--- src/rtl/mem_arbiter.sv ---
// Two-master (IFU/LSU) round-robin arbiter sharing one memory port, with a
// single outstanding transaction, owner-routed response and timeout abort.
module mem_arbiter #(
  parameter int ADDR_W  = 32,
  parameter int DATA_W  = 64,
  parameter int TIMEOUT = 1023
) (
  input  logic                clk,
  input  logic                rst,
  input  logic                if_req_valid,
  input  logic [ADDR_W-1:0]   if_addr,
  output logic                if_req_ready,
  output logic                if_resp_valid,
  output logic [DATA_W-1:0]   if_rdata,
  output logic                if_resp_err,
  input  logic                ls_req_valid,
  input  logic [ADDR_W-1:0]   ls_addr,
  input  logic                ls_wen,
  input  logic [DATA_W-1:0]   ls_wdata,
  input  logic [DATA_W/8-1:0] ls_wmask,
  output logic                ls_req_ready,
  output logic                ls_resp_valid,
  output logic [DATA_W-1:0]   ls_rdata,
  output logic                ls_resp_err,
  output logic                mem_req_valid,
  input  logic                mem_req_ready,
  output logic [ADDR_W-1:0]   mem_addr,
  output logic                mem_wen,
  output logic                mem_ren,
  output logic [DATA_W-1:0]   mem_wdata,
  output logic [DATA_W/8-1:0] mem_wmask,
  input  logic                mem_resp_valid,
  input  logic [DATA_W-1:0]   mem_rdata
);

  localparam int MASK_W = DATA_W / 8;
  localparam int CNT_W  = $clog2(TIMEOUT + 1);

  typedef enum logic [1:0] {S_IDLE, S_REQ, S_RESP} state_t;
  typedef enum logic {M_IF, M_LS} master_t;

  state_t              state_q;
  master_t             prio_q, owner_q;
  logic [CNT_W-1:0]    cnt_q;
  logic [ADDR_W-1:0]   addr_q;
  logic                wen_q;
  logic [DATA_W-1:0]   wdata_q;
  logic [MASK_W-1:0]   wmask_q;
  logic                if_resp_valid_q, if_resp_err_q, ls_resp_valid_q, ls_resp_err_q;
  logic [DATA_W-1:0]   if_rdata_q, ls_rdata_q;

  logic                grant_if, grant_ls, busy, timeout_hit, done, abort;
  logic [DATA_W-1:0]   resp_data;

  always_comb begin
    grant_ls    = ls_req_valid & (~if_req_valid | (prio_q == M_LS));
    grant_if    = if_req_valid & (~ls_req_valid | (prio_q == M_IF));
    busy        = (state_q == S_REQ) | (state_q == S_RESP);
    timeout_hit = (cnt_q == CNT_W'(TIMEOUT - 1));
    done        = (state_q == S_RESP) & mem_resp_valid;
    // completion takes precedence over a coincident timeout
    abort       = busy & timeout_hit & ~done;
    resp_data   = (done & ~wen_q) ? mem_rdata : '0;
  end

  assign if_req_ready  = (state_q == S_IDLE) & grant_if;
  assign ls_req_ready  = (state_q == S_IDLE) & grant_ls;
  assign mem_req_valid = (state_q == S_REQ);
  assign mem_wen       = mem_req_valid & wen_q;
  assign mem_ren       = mem_req_valid & ~wen_q;
  assign mem_addr      = addr_q;
  assign mem_wdata     = wdata_q;
  assign mem_wmask     = wmask_q;
  assign if_resp_valid = if_resp_valid_q;
  assign if_resp_err   = if_resp_err_q;
  assign if_rdata      = if_rdata_q;
  assign ls_resp_valid = ls_resp_valid_q;
  assign ls_resp_err   = ls_resp_err_q;
  assign ls_rdata      = ls_rdata_q;

  always_ff @(posedge clk or posedge rst) begin
    if (rst) begin
      state_q         <= S_IDLE;
      prio_q          <= M_LS;
      owner_q         <= M_IF;
      cnt_q           <= '0;
      addr_q          <= '0;
      wen_q           <= 1'b0;
      wdata_q         <= '0;
      wmask_q         <= '0;
      if_resp_valid_q <= 1'b0;
      if_resp_err_q   <= 1'b0;
      if_rdata_q      <= '0;
      ls_resp_valid_q <= 1'b0;
      ls_resp_err_q   <= 1'b0;
      ls_rdata_q      <= '0;
    end else begin
      if_resp_valid_q <= 1'b0;
      if_resp_err_q   <= 1'b0;
      ls_resp_valid_q <= 1'b0;
      ls_resp_err_q   <= 1'b0;

      case (state_q)
        S_IDLE: begin
          if (grant_ls) begin
            owner_q <= M_LS;
            prio_q  <= M_IF;
            addr_q  <= ls_addr;
            wen_q   <= ls_wen;
            wdata_q <= ls_wdata;
            wmask_q <= ls_wen ? ls_wmask : '0;
            cnt_q   <= '0;
            state_q <= S_REQ;
          end else if (grant_if) begin
            owner_q <= M_IF;
            prio_q  <= M_LS;
            addr_q  <= if_addr;
            wen_q   <= 1'b0;
            wdata_q <= '0;
            wmask_q <= '0;
            cnt_q   <= '0;
            state_q <= S_REQ;
          end
        end
        S_REQ: begin
          cnt_q <= cnt_q + CNT_W'(1);
          if (abort)              state_q <= S_IDLE;
          else if (mem_req_ready) state_q <= S_RESP;
        end
        S_RESP: begin
          cnt_q <= cnt_q + CNT_W'(1);
          if (done | abort) state_q <= S_IDLE;
        end
        default: state_q <= S_IDLE;
      endcase

      if (done | abort) begin
        if (owner_q == M_LS) begin
          ls_resp_valid_q <= 1'b1;
          ls_resp_err_q   <= abort;
          ls_rdata_q      <= resp_data;
        end else begin
          if_resp_valid_q <= 1'b1;
          if_resp_err_q   <= abort;
          if_rdata_q      <= resp_data;
        end
      end
    end
  end

endmodule

--- config.mk ---
export PLATFORM = sky130hd
export DESIGN_NAME = mem_arbiter
export DESIGN_NICKNAME = d
export VERILOG_FILES = /design/src/rtl/mem_arbiter.sv
export SDC_FILE = /design/constraint.sdc
export NUM_CORES = 1
export LEC_CHECK = 0
export CAP_MARGIN = 40
export CORE_AREA = 2 2 187 189
export DETAILED_ROUTE_END_ITERATION = 8
export DIE_AREA = 0 0 189 191
export SLEW_MARGIN = 15
export SYNTH_ARGS = -nofsm -noshare
export SYNTH_HDL_FRONTEND = slang
export SYNTH_SLANG_ARGS = --single-unit
--- constraint.sdc ---
create_clock -name clk -period 8.3 [get_ports clk]
set_input_delay 1.66 -clock clk [delete_from_list [all_inputs] [get_ports clk]]
set_output_delay 1.66 -clock clk [all_outputs]
set_load 0.02 [all_outputs]
Word level (Yosys, flattened, before mapping)
Index checks and enable logic that the tools add are counted.
- add/subtract/negate cells: 1
- div/mod/pow operators: 0
- multipliers: 0
- eq/ne operators: 6
- order comparisons: 0
- shift-type cells: 0
- reductions and logical operators: 9
- mux-type cells: 30
- bitwise operators: 20
- operator list (kind ; count):
    $mux 64 ; 3
    $mux 32 ; 2
    $mux 8 ; 3
    $mux 10 ; 2
    $pmux 10 s2 ; 1
    $mux 1 ; 13
    $add 10x1->10 const B ; 1
    $and 1x1->1 ; 10
    $eq 10x10->1 const B ; 1
    $mux 2 ; 5
    $reduce_and 2->1 ; 4
    $not 1->1 ; 6
    $pmux 2 s3 ; 1
    $or 1x1->1 ; 4
    $reduce_bool 2->1 ; 2
    $ne 3x1->1 const B ; 1
    $ne 3x3->1 const B ; 1
    $reduce_and 3->1 ; 1
    $eq 2x1->1 const B ; 1
    $eq 2x2->1 const B ; 1
    $logic_not 2->1 ; 1
    $ne 2x1->1 const B ; 1
    $reduce_or 2->1 ; 1
- bits in latches: 0
- flip-flop bits (word level): 251
- memories: 0
- output and inout bits: 241
- bits in writable memories: 0
- ROM bits: 0
- input bits: 207

Depth between registers and ports, before layout
Gate-level depths: netlist (run 1).
- word-level depth: 7
- depth in mapped cells: 8

Least setup slack after synthesis (run 1)
Ideal clock, no wire load.
- path type: input to output
- start: input port if_req_valid
- end: output port ls_req_ready
- required time: 6.640 ns
- stages on the path: 5
- arrival: 2.517 ns
- path buffers: 2
- setup slack: 4.123 ns
- path through: inv_1 o21ai_2 nor2_1 clkbuf_1 buf_2
- longest elaborated chain between the ends: 4
- RTL lines (element ; RTL line ; RTL):
    start, declared ; 10 ; input logic if_req_valid,
    $not 1->1 ; 56 ; grant_ls = ls_req_valid & (~if_req_valid | (prio_q == M_LS));
    $or 1x1->1 ; 56 ;
    $and 1x1->1 ; 56 ;
    $and 1x1->1 ; 67 ; assign ls_req_ready = (state_q == S_IDLE) & grant_ls;
    end, declared ; 21 ; output logic ls_req_ready,
Every way passes these cells.

Worst setup path after layout (run 1)
Same ends and word-level chain as after synthesis.

==> flow_metrics.env, run 1 <==
export IMPL_grtUsageMet3_pct=6.150
export IMPL_synth_top_area_share_pct=61.98
export IMPL_required_ns=6.64
export IMPL_pre_cts_slack_ns=2.943
export IMPL_cp_start_kind="primary input"
export IMPL_grt_max_degree=149
export IMPL_insertion_delay_ns=0.55
export IMPL_slowest_delay_ns=0.60
export IMPL_worst_pin_slew_ns=0.8295
export IMPL_cp_arrival_ns=3.68
export IMPL_area_growth_pct=58.61
export IMPL_swShare_pct=34.94
export IMPL_end_kind="output port"
export IMPL_maxSlewHeadroom_pct=44.70
export IMPL_avgSynthCellArea_um2=14.16
export IMPL_nFillCells=3077
export IMPL_period_needed_ns=5.339
export IMPL_start_util_pct=29.58
export IMPL_rows=68
export IMPL_die_area_um2=36100
export IMPL_ys_warnings_count=0
export IMPL_fmax_mhz=187.3
export IMPL_place_congestion=0.7781
export IMPL_antenna_found_initial=2
export IMPL_comb_power_share_pct=42.4
export IMPL_vias=7531
export IMPL_busiest_layer="met2"
export IMPL_use_met1_pct=20.45
export IMPL_ant_nets=0
export IMPL_p_per_area_nw_per_um2=330.7
export IMPL_cpMostUsedCell="clkdlybuf4s50_1"
export IMPL_cts_setup_buffers=0
export IMPL_hold_viol=0
export IMPL_seq_area_frac_synth_pct=62.24
export IMPL_drcViolationCount=0
export IMPL_synth_cell_types=44
export IMPL_die_w_um=189
export IMPL_dp_hpwl_um=23050
export IMPL_path_class="primary input to output port"
export IMPL_path_cells="clkdlybuf4s50_1 > inv_1 > o21ai_2 > nor2_4 > clkdlybuf4s50_1"
export IMPL_synth_fp_nets=925
export IMPL_viasPerCell=4.606
export IMPL_place_area_um2=15090
export IMPL_crit_fanout=13
export IMPL_p_int_mw=3.444
export IMPL_outcome="finished, final reports clean"
export IMPL_syn_inst=713
export IMPL_ctsHoldBuffers=0
export IMPL_grt_pass1_wl_um=48170
export IMPL_slowest_stage="clkdlybuf4s50_1"
export IMPL_portBuffers=447
export IMPL_core_um2=34120
export IMPL_total_power_mw=5.294
export IMPL_cts_root_buf="clkbuf_16"
export IMPL_first_pass_iters=4
export IMPL_min_path_type="register to register"
export IMPL_power_frac_clock_pct=23.1
export IMPL_synth_largest_area_cell="dfrtp_1"
export IMPL_finalMaxSlewViolations=0
export IMPL_syn_area_um2=10090
export IMPL_ys_ff_latch=251
export IMPL_fin_tns_setup_ns=0
export IMPL_worst_slack_ns=2.961
export IMPL_fin_crit_sh_pct=64.33
export IMPL_mostFrequentLayoutCells="clkdlybuf4s50_1, dfrtp_1, mux2_2"
export IMPL_htree_levels=1
export IMPL_skew_ns=0.008820
export IMPL_clock_path_buffers=3
export IMPL_clk_pin_slew_worst_paths_ns=0.06
export IMPL_nNetsFinal=1368
export IMPL_numCtsBuffers=29
export IMPL_drive_gt1_share_pct=15.49
export IMPL_fin_area_um2=16010
export IMPL_cts_tree="yes"
export IMPL_io_pins=448
export IMPL_leakagePower_nw=7.291
export IMPL_drt_initial_drc_count=312
export IMPL_use_met2_pct=29.46
export IMPL_dieHeight_um=191
export IMPL_ys_top_cells_by_area="dfrtp_1, mux2_2, a22o_1"
export IMPL_grt_overflow_total=0
export IMPL_p_seq_share_pct=34.6
export IMPL_drt_wl_total_um=32040
export IMPL_layout_commonest_cell="clkdlybuf4s50_1"
export IMPL_vdd_ir_drop_max_mv=0.1818
export IMPL_grt_setup_unrepaired="no"
export IMPL_wl_per_cell_um=19.60
export IMPL_clkSinkCount=251
export IMPL_p_sw_mw=1.850
export IMPL_whs_ns=0.4787
export IMPL_drv_cap=0
export IMPL_grt_usage_pct=17.19
export IMPL_grt_pass1_vias=7932
export IMPL_cts_resized=0
export IMPL_setup_viol=0
[cell families (layout without fill, tap and decap cells)]
| family | Yosys count | after routing | synth area share [%] |
|---|---|---|---|
| buf+inv | 59 | 521 | 3.025 |
| fa+ha+maj | 5 | 5 | 0.6198 |
| other cells | 0 | 5 | 0 |
| simple gates | 104 | 104 | 6.421 |
| flops | 251 | 251 | 62.24 |
| xor+xnor | 4 | 4 | 0.3471 |
| compound gates | 156 | 156 | 12.47 |
| mux | 134 | 134 | 14.88 |
[power groups by stage]
stage	Sequential [mW]	Combinational, mW	Clock [mW]
CTS	1.83	2.28	1.26
detailed placement	1.84	2.28	0
global route	1.88	2.38	1.31
global placement	1.84	2.23	0
finish	1.83	2.24	1.22
floorplan	2.26	0.719	0
[cell usage after synthesis, drive strengths merged]
library cell and number:
nor2b 1, o21a 1, o211ai 1, nand2 10, o311ai 1, o21ai 16
nor4 3, buf 24, or4 2, a211oi 1, or3 5, dfstp 1
nand4 2, ha 5, nor2 8, xnor2 4, nor3 2, a22o 92
o41ai 1, nand3 3, a32o 8, a31oi 2, o21bai 1, a21oi 4
o22ai 1, and2 66, mux2i 6, nor3b 1, nor4b 1, inv 12
a21o 27, mux2 128, dfrtp 250, clkbuf 23
[stage by stage]
| step | std cells | utilization [%] |
|---|---|---|
| 2_1_floorplan | 713 | - |
| 3_3_place_gp | 1577 | 44.00 |
| 3_5_place_dp | 1580 | 44.24 |
| 4_1_cts | 1630 | 46.89 |
| 5_1_grt | 1630 | 46.89 |
| 6_report | 1635 | 46.92 |
[state kept, by name, indices dropped and copies added, names as in the netlist]
signal and flops:
if_resp_err 1, if_rdata 64, mem_wmask 8, ls_resp_err 1
state_q 2, if_resp_valid 1, wen_q 1, cnt_q 10
prio_q 1, ls_resp_valid 1, mem_wdata 64, owner_q 1
mem_addr 32, ls_rdata 64
[critical path: cells and delay by family]
kind / cells / cell delay, ns
AO/OA/AOI/OAI: 1 / 0.52
buffers and inverters: 3 / 1.32
AND/OR/NAND/NOR: 1 / 0.17
[final timing paths]
| kind | startpoint | end | slack [ns] | cells after the start |
|---|---|---|---|---|
| hold reg to reg | mem_addr[30] | mem_addr[30] | 0.48 | 2 |
| min in group asynchronous | rst | mem_wdata[56] | 1.67 | 3 |
| setup / recovery | if_req_valid | ls_req_ready | 2.96 | 5 |
| max in group asynchronous | rst | if_rdata[2] | 5.43 | 4 |
| hold / removal | mem_addr[30] | mem_addr[30] | 0.48 | 2 |
| setup reg to reg | state_q[0] | if_rdata[46] | 5.37 | 7 |
[layout make-up]
type,count,area [µm²],area share [%]
flip-flops and latches,251,6282,39.24
repair buffers,459,4637,28.96
multi-input cells,403,3557,22.22
clock buffers,45,845.8,5.283
well taps,455,569.3,3.556
clock inverters,5,56.30,0.3517
inverters,12,48.80,0.3048
diodes,5,12.51,0.07816
[metal layers]
metal  share of wire [%]  routed length, µm
met1                  40              12690
met3                  10               3205
met2                  48              15280
met5                   0                  0
met4                 2.7                864
No activity file was read; power rests on OpenSTA's default activity.
==> run 2, diff against run 1 <==
==> constraint.sdc (replaced) <==
create_clock -name clk -period 4.43 [get_ports clk]
set_input_delay 0.886 -clock clk [delete_from_list [all_inputs] [get_ports clk]]
set_output_delay 0.886 -clock clk [all_outputs]
set_load 0.02 [all_outputs]
==> flow_metrics.env, run 2 (synthesis gave the netlist of run 1 again) <==
export IMPL_drive_gt1_share_pct=16.33
export IMPL_skew_ns=0.01561
export IMPL_antenna_found_initial=2
export IMPL_dieHeight_um=191
export IMPL_rows=68
export IMPL_path_class="primary input to output port"
export IMPL_cp_start_kind="primary input"
export IMPL_final_cells=1639
export IMPL_start_util_pct=29.58
export IMPL_dp_hpwl_um=23480
export IMPL_clkSinkCount=251
export IMPL_hold_depth=1
export IMPL_worst_pin_slew_ns=0.6623
export IMPL_insertion_delay_ns=0.55
export IMPL_crit_buf_inv=2
export IMPL_drt_initial_drc_count=277
export IMPL_ff2ff_path_depth=7
export IMPL_cts_tree="yes"
export IMPL_setup_viol=0
export IMPL_mostFrequentLayoutCells="clkdlybuf4s50_1, dfrtp_1, mux2_2"
export IMPL_min_path_type="register to register"
export IMPL_core_um2=34120
export IMPL_nNetsFinal=1373
export IMPL_maxSlewHeadroom_pct=55.68
export IMPL_p_per_area_nw_per_um2=622.8
export IMPL_path_cells="clkdlybuf4s50_1 > o21ai_2 > nor2_4 > clkdlybuf4s50_1"
export IMPL_die_area_um2=36100
export IMPL_grt_pass1_vias=8019
export IMPL_fmax_mhz=283.4
export IMPL_io_pins=448
export IMPL_rr_endpoint="ls_rdata[31]"
export IMPL_ctsHoldBuffers=0
export IMPL_end_kind="output port"
export IMPL_drcViolationCount=0
export IMPL_place_congestion=0.7886
export IMPL_path_delay_family="buffers and inverters"
export IMPL_finalMaxSlewViolations=0
export IMPL_vias=7576
export IMPL_place_area_um2=15170
export IMPL_area_growth_pct=60.05
export IMPL_drv_cap=0
export IMPL_vdd_ir_drop_max_mv=0.3912
export IMPL_use_met2_pct=29.44
export IMPL_drt_wl_total_um=32070
export IMPL_grt_usage_pct=17.21
export IMPL_grt_overflow_total=0
export IMPL_die_w_um=189
export IMPL_grt_pass1_wl_um=48250
export IMPL_slowest_stage="clkdlybuf4s50_1"
export IMPL_fin_tns_setup_ns=0
export IMPL_total_power_mw=10.06
export IMPL_holdCritStartpoint="ls_rdata[63]"
export IMPL_required_ns=3.54
export IMPL_wl_per_cell_um=19.57
export IMPL_htree_levels=1
export IMPL_hold_viol=0
export IMPL_rrSetupSlack_ns=2.07
export IMPL_cts_root_buf="clkbuf_16"
export IMPL_ant_nets=0
export IMPL_r2r_start="state_q[1]"
export IMPL_hold_path_end="ls_rdata[63]"
export IMPL_startpoint="ls_req_valid"
export IMPL_fin_area_um2=16150
export IMPL_fin_crit_sh_pct=79.64
export IMPL_cts_resized=0
export IMPL_dp_cells=1585
export IMPL_grt_max_degree=109
export IMPL_outcome="finished, final reports clean"
export IMPL_clock_path_buffers=3
export IMPL_grtUsageMet3_pct=5.948
export IMPL_crit_fanout=11
export IMPL_viasPerCell=4.622
export IMPL_nFillCells=3083
export IMPL_cpMostUsedCell="clkdlybuf4s50_1"
export IMPL_period_needed_ns=3.528
export IMPL_clk_pin_slew_worst_paths_ns=0.06
export IMPL_busiest_layer="met2"
export IMPL_portBuffers=447
export IMPL_numCtsBuffers=29
export IMPL_grt_setup_unrepaired="no"
export IMPL_cp_arrival_ns=2.64
export IMPL_slowest_delay_ns=0.70
export IMPL_layout_commonest_cell="clkdlybuf4s50_1"
export IMPL_first_pass_iters=4
export IMPL_cts_setup_buffers=0
export IMPL_final_core_util_pct=47.35
export IMPL_use_met1_pct=20.01
export IMPL_leakagePower_nw=7.377
==> run 2: cell count changes in the layout (fill, tap and decap cells not counted), sizes merged <==
cell      before  now
diode          5    2
clkinvlp       2    1
clkbuf        45   43
bufinv         1    3
clkinv         2    5
buf           12   17
==> run 2: layout make-up <==
cell class / count / area, µm² / area share [%]
Clock buffer: 43 / 858.3 / 5.313
Inverter: 12 / 48.80 / 0.3021
Multi-Input combinational cell: 403 / 3557 / 22.02
Tap cell: 455 / 569.3 / 3.524
Clock inverter: 9 / 123.9 / 0.7668
Sequential cell: 251 / 6282 / 38.89
Timing Repair Buffer: 464 / 4710 / 29.15
Antenna cell: 2 / 5.005 / 0.03098
==> run 2: per-layer routing <==
metal  share of wire [%]  wire [µm]  vias to the layer above
met5               0.041         13                        -
met4                 3.5       1110                        2
met3                 9.2       2949                       49
met2                  49      15610                      335
met1                  39      12380                     3698
li1                    -          -                     3492
==> run 2: power by group <==
part,switching (mW),leakage [nW],internal [mW],total [mW]
clock network,0.934,0.488,1.50,2.44
logic,2.11,3.52,2.09,4.20
registers,0.419,3.37,3.01,3.43
==> run 2: worst max-delay path by stage <==
stage | end | slack (ns) | cells after the start
2_1_floorplan | cnt_q[0] | 0.24 | 1
3_3_place_gp | ls_req_ready | 0.96 | 4
3_5_place_dp | ls_req_ready | 0.90 | 4
4_1_cts | ls_req_ready | 0.90 | 4
5_1_grt | ls_req_ready | 0.85 | 4
6_report | ls_req_ready | 0.90 | 4
==> run 2: stage by stage <==
stage                     hold slack (ns)  setup WS, ns
final                              0.4873        0.9018
after global routing               0.5054        0.8450
after CTS                          0.4912        0.8973
after detailed placement           0.4729        0.9040
after global placement             0.4607        0.9594
after floorplan                    0.4283        0.2431
==> run 3, diff against run 2 <==
==> constraint.sdc (replaced) <==
create_clock -name clk -period 3.4 [get_ports clk]
set_input_delay 0.68 -clock clk [delete_from_list [all_inputs] [get_ports clk]]
set_output_delay 0.68 -clock clk [all_outputs]
set_load 0.02 [all_outputs]
==> flow_metrics.env, run 3 (synthesis gave the netlist of run 1 again) <==
export IMPL_cp_start_kind="register"
export IMPL_drive_gt1_share_pct=16.75
export IMPL_viasPerCell=4.639
export IMPL_startpoint="state_q[0]"
export IMPL_p_per_area_nw_per_um2=807.1
export IMPL_cts_setup_buffers=0
export IMPL_nFillCells=3085
export IMPL_slowest_stage="clkdlybuf4s50_1"
export IMPL_path_delay_family="buffers and inverters"
export IMPL_fin_crit_sh_pct=91.95
export IMPL_grt_usage_pct=17.76
export IMPL_grt_pass1_vias=8049
export IMPL_hold_path_end="mem_addr[30]"
export IMPL_min_path_type="register to register"
export IMPL_drv_cap=0
export IMPL_holdCritStartpoint="mem_addr[30]"
export IMPL_worst_pin_slew_ns=0.6658
export IMPL_drt_wl_total_um=32890
export IMPL_area_growth_pct=60.32
export IMPL_r2r_start="state_q[1]"
export IMPL_htree_levels=1
export IMPL_clkSinkCount=251
export IMPL_final_core_util_pct=47.43
export IMPL_start_util_pct=29.58
export IMPL_insertion_delay_ns=0.55
export IMPL_fmax_mhz=319.9
export IMPL_core_um2=34120
export IMPL_crit_buf_inv=3
export IMPL_die_area_um2=36100
export IMPL_nNetsFinal=1380
export IMPL_clock_path_buffers=3
export IMPL_cpMostUsedCell="inv_1"
export IMPL_final_cells=1644
export IMPL_end_kind="output port"
export IMPL_worst_slack_ns=0.2738
export IMPL_cts_root_buf="clkbuf_16"
export IMPL_die_w_um=189
export IMPL_grt_overflow_total=0
export IMPL_rr_endpoint="if_rdata[62]"
export IMPL_wl_per_cell_um=20.00
export IMPL_maxSlewHeadroom_pct=55.05
export IMPL_required_ns=2.72
export IMPL_rrSetupSlack_ns=0.99
export IMPL_crit_fanout=5
export IMPL_hold_viol=0
export IMPL_antenna_found_initial=2
export IMPL_drt_initial_drc_count=290
export IMPL_leakagePower_nw=7.395
export IMPL_drcViolationCount=0
export IMPL_grt_setup_unrepaired="no"
export IMPL_hold_depth=2
export IMPL_pre_cts_slack_ns=0.4553
export IMPL_cts_tree="yes"
export IMPL_path_class="register to output port"
export IMPL_place_congestion=0.7819
export IMPL_dieHeight_um=191
export IMPL_grt_pass1_wl_um=49390
export IMPL_io_pins=448
export IMPL_ff2ff_path_depth=7
export IMPL_outcome="finished, final reports clean"
export IMPL_first_pass_iters=4
export IMPL_slowest_delay_ns=0.64
export IMPL_vias=7626
export IMPL_ctsHoldBuffers=0
export IMPL_numCtsBuffers=28
export IMPL_clk_pin_slew_worst_paths_ns=0.06
export IMPL_grt_max_degree=102
export IMPL_rows=68
export IMPL_skew_ns=0.01944
export IMPL_cts_resized=0
export IMPL_period_needed_ns=3.126
export IMPL_vdd_ir_drop_max_mv=0.4260
export IMPL_dp_hpwl_um=24160
export IMPL_cp_arrival_ns=2.45
export IMPL_ant_nets=0
export IMPL_portBuffers=447
export IMPL_path_cells="inv_1 > ha_1 > inv_1 > a211oi_4 > clkdlybuf4s50_1"
export IMPL_layout_commonest_cell="clkdlybuf4s50_1"
export IMPL_dp_cells=1593
export IMPL_finalMaxSlewViolations=0
export IMPL_mostFrequentLayoutCells="clkdlybuf4s50_1, dfrtp_1, mux2_2"
export IMPL_setup_viol=0
[run 3: changes by cell type in the layout (fill, tap and decap cells not counted), sizes merged]
cell    change
clkinv      -1
buf         +8
diode       -1
bufinv      -1
[run 3: worst max-delay path by stage]
| stage | to | cells after the start |
|---|---|---|
| after floorplan | cnt_q[0] | 1 |
| after global placement | if_req_ready | 4 |
| after detailed placement | ls_req_ready | 4 |
| after CTS | if_req_ready | 5 |
| after global routing | if_req_ready | 5 |
| final | if_req_ready | 5 |
[run 3: tightest hold or removal path, delay by kind of cell (launching register included)]
kind / cells / cell delay (ns)
AND/OR/NAND/NOR: 1 / 0.05
flip-flops: 1 / 0.34
AO/OA/AOI/OAI: 1 / 0.06
[run 3: metal layers]
metal,routed length (µm),vias to the layer above,global-route usage (%)
li1,-,3502,-
met4,799,2,4.778
met1,12610,3736,20.43
met5,13,-,0
met3,2844,48,5.544
met2,16620,338,31.83
[run 3: area by class of cell]
type | count | area (µm²) | area share, %
clock inverter | 7 | 100.1 | 0.6186
tap | 455 | 569.3 | 3.518
inverter | 12 | 48.80 | 0.3016
clock buffer | 43 | 847.1 | 5.235
antenna | 1 | 2.502 | 0.01546
sequential | 251 | 6282 | 38.82
timing repair buffer | 472 | 4775 | 29.51
multi-input combinational | 403 | 3557 | 21.98
[run 3: through the flow]
| stage | power (mW) | hold slack, ns | instance area [µm²] | setup TNS, ns |
|---|---|---|---|---|
| final | 13.06 | 0.4789 | 16180 | 0 |
| after global routing | 13.74 | 0.5072 | 16180 | 0 |
| after CTS | 13.27 | 0.4821 | 16180 | 0 |
| after detailed placement | 10.09 | 0.4691 | 15230 | 0 |
| after global placement | 10.04 | 0.4620 | 15230 | 0 |
| after floorplan | 7.260 | 0.4283 | 10100 | -145.22 |
[run 3: where the power goes]
group / switching (mW) / internal, mW
sequential: 0.557 / 3.92
combinational: 2.76 / 2.74
clock: 1.23 / 1.86
total: 4.55 / 8.51
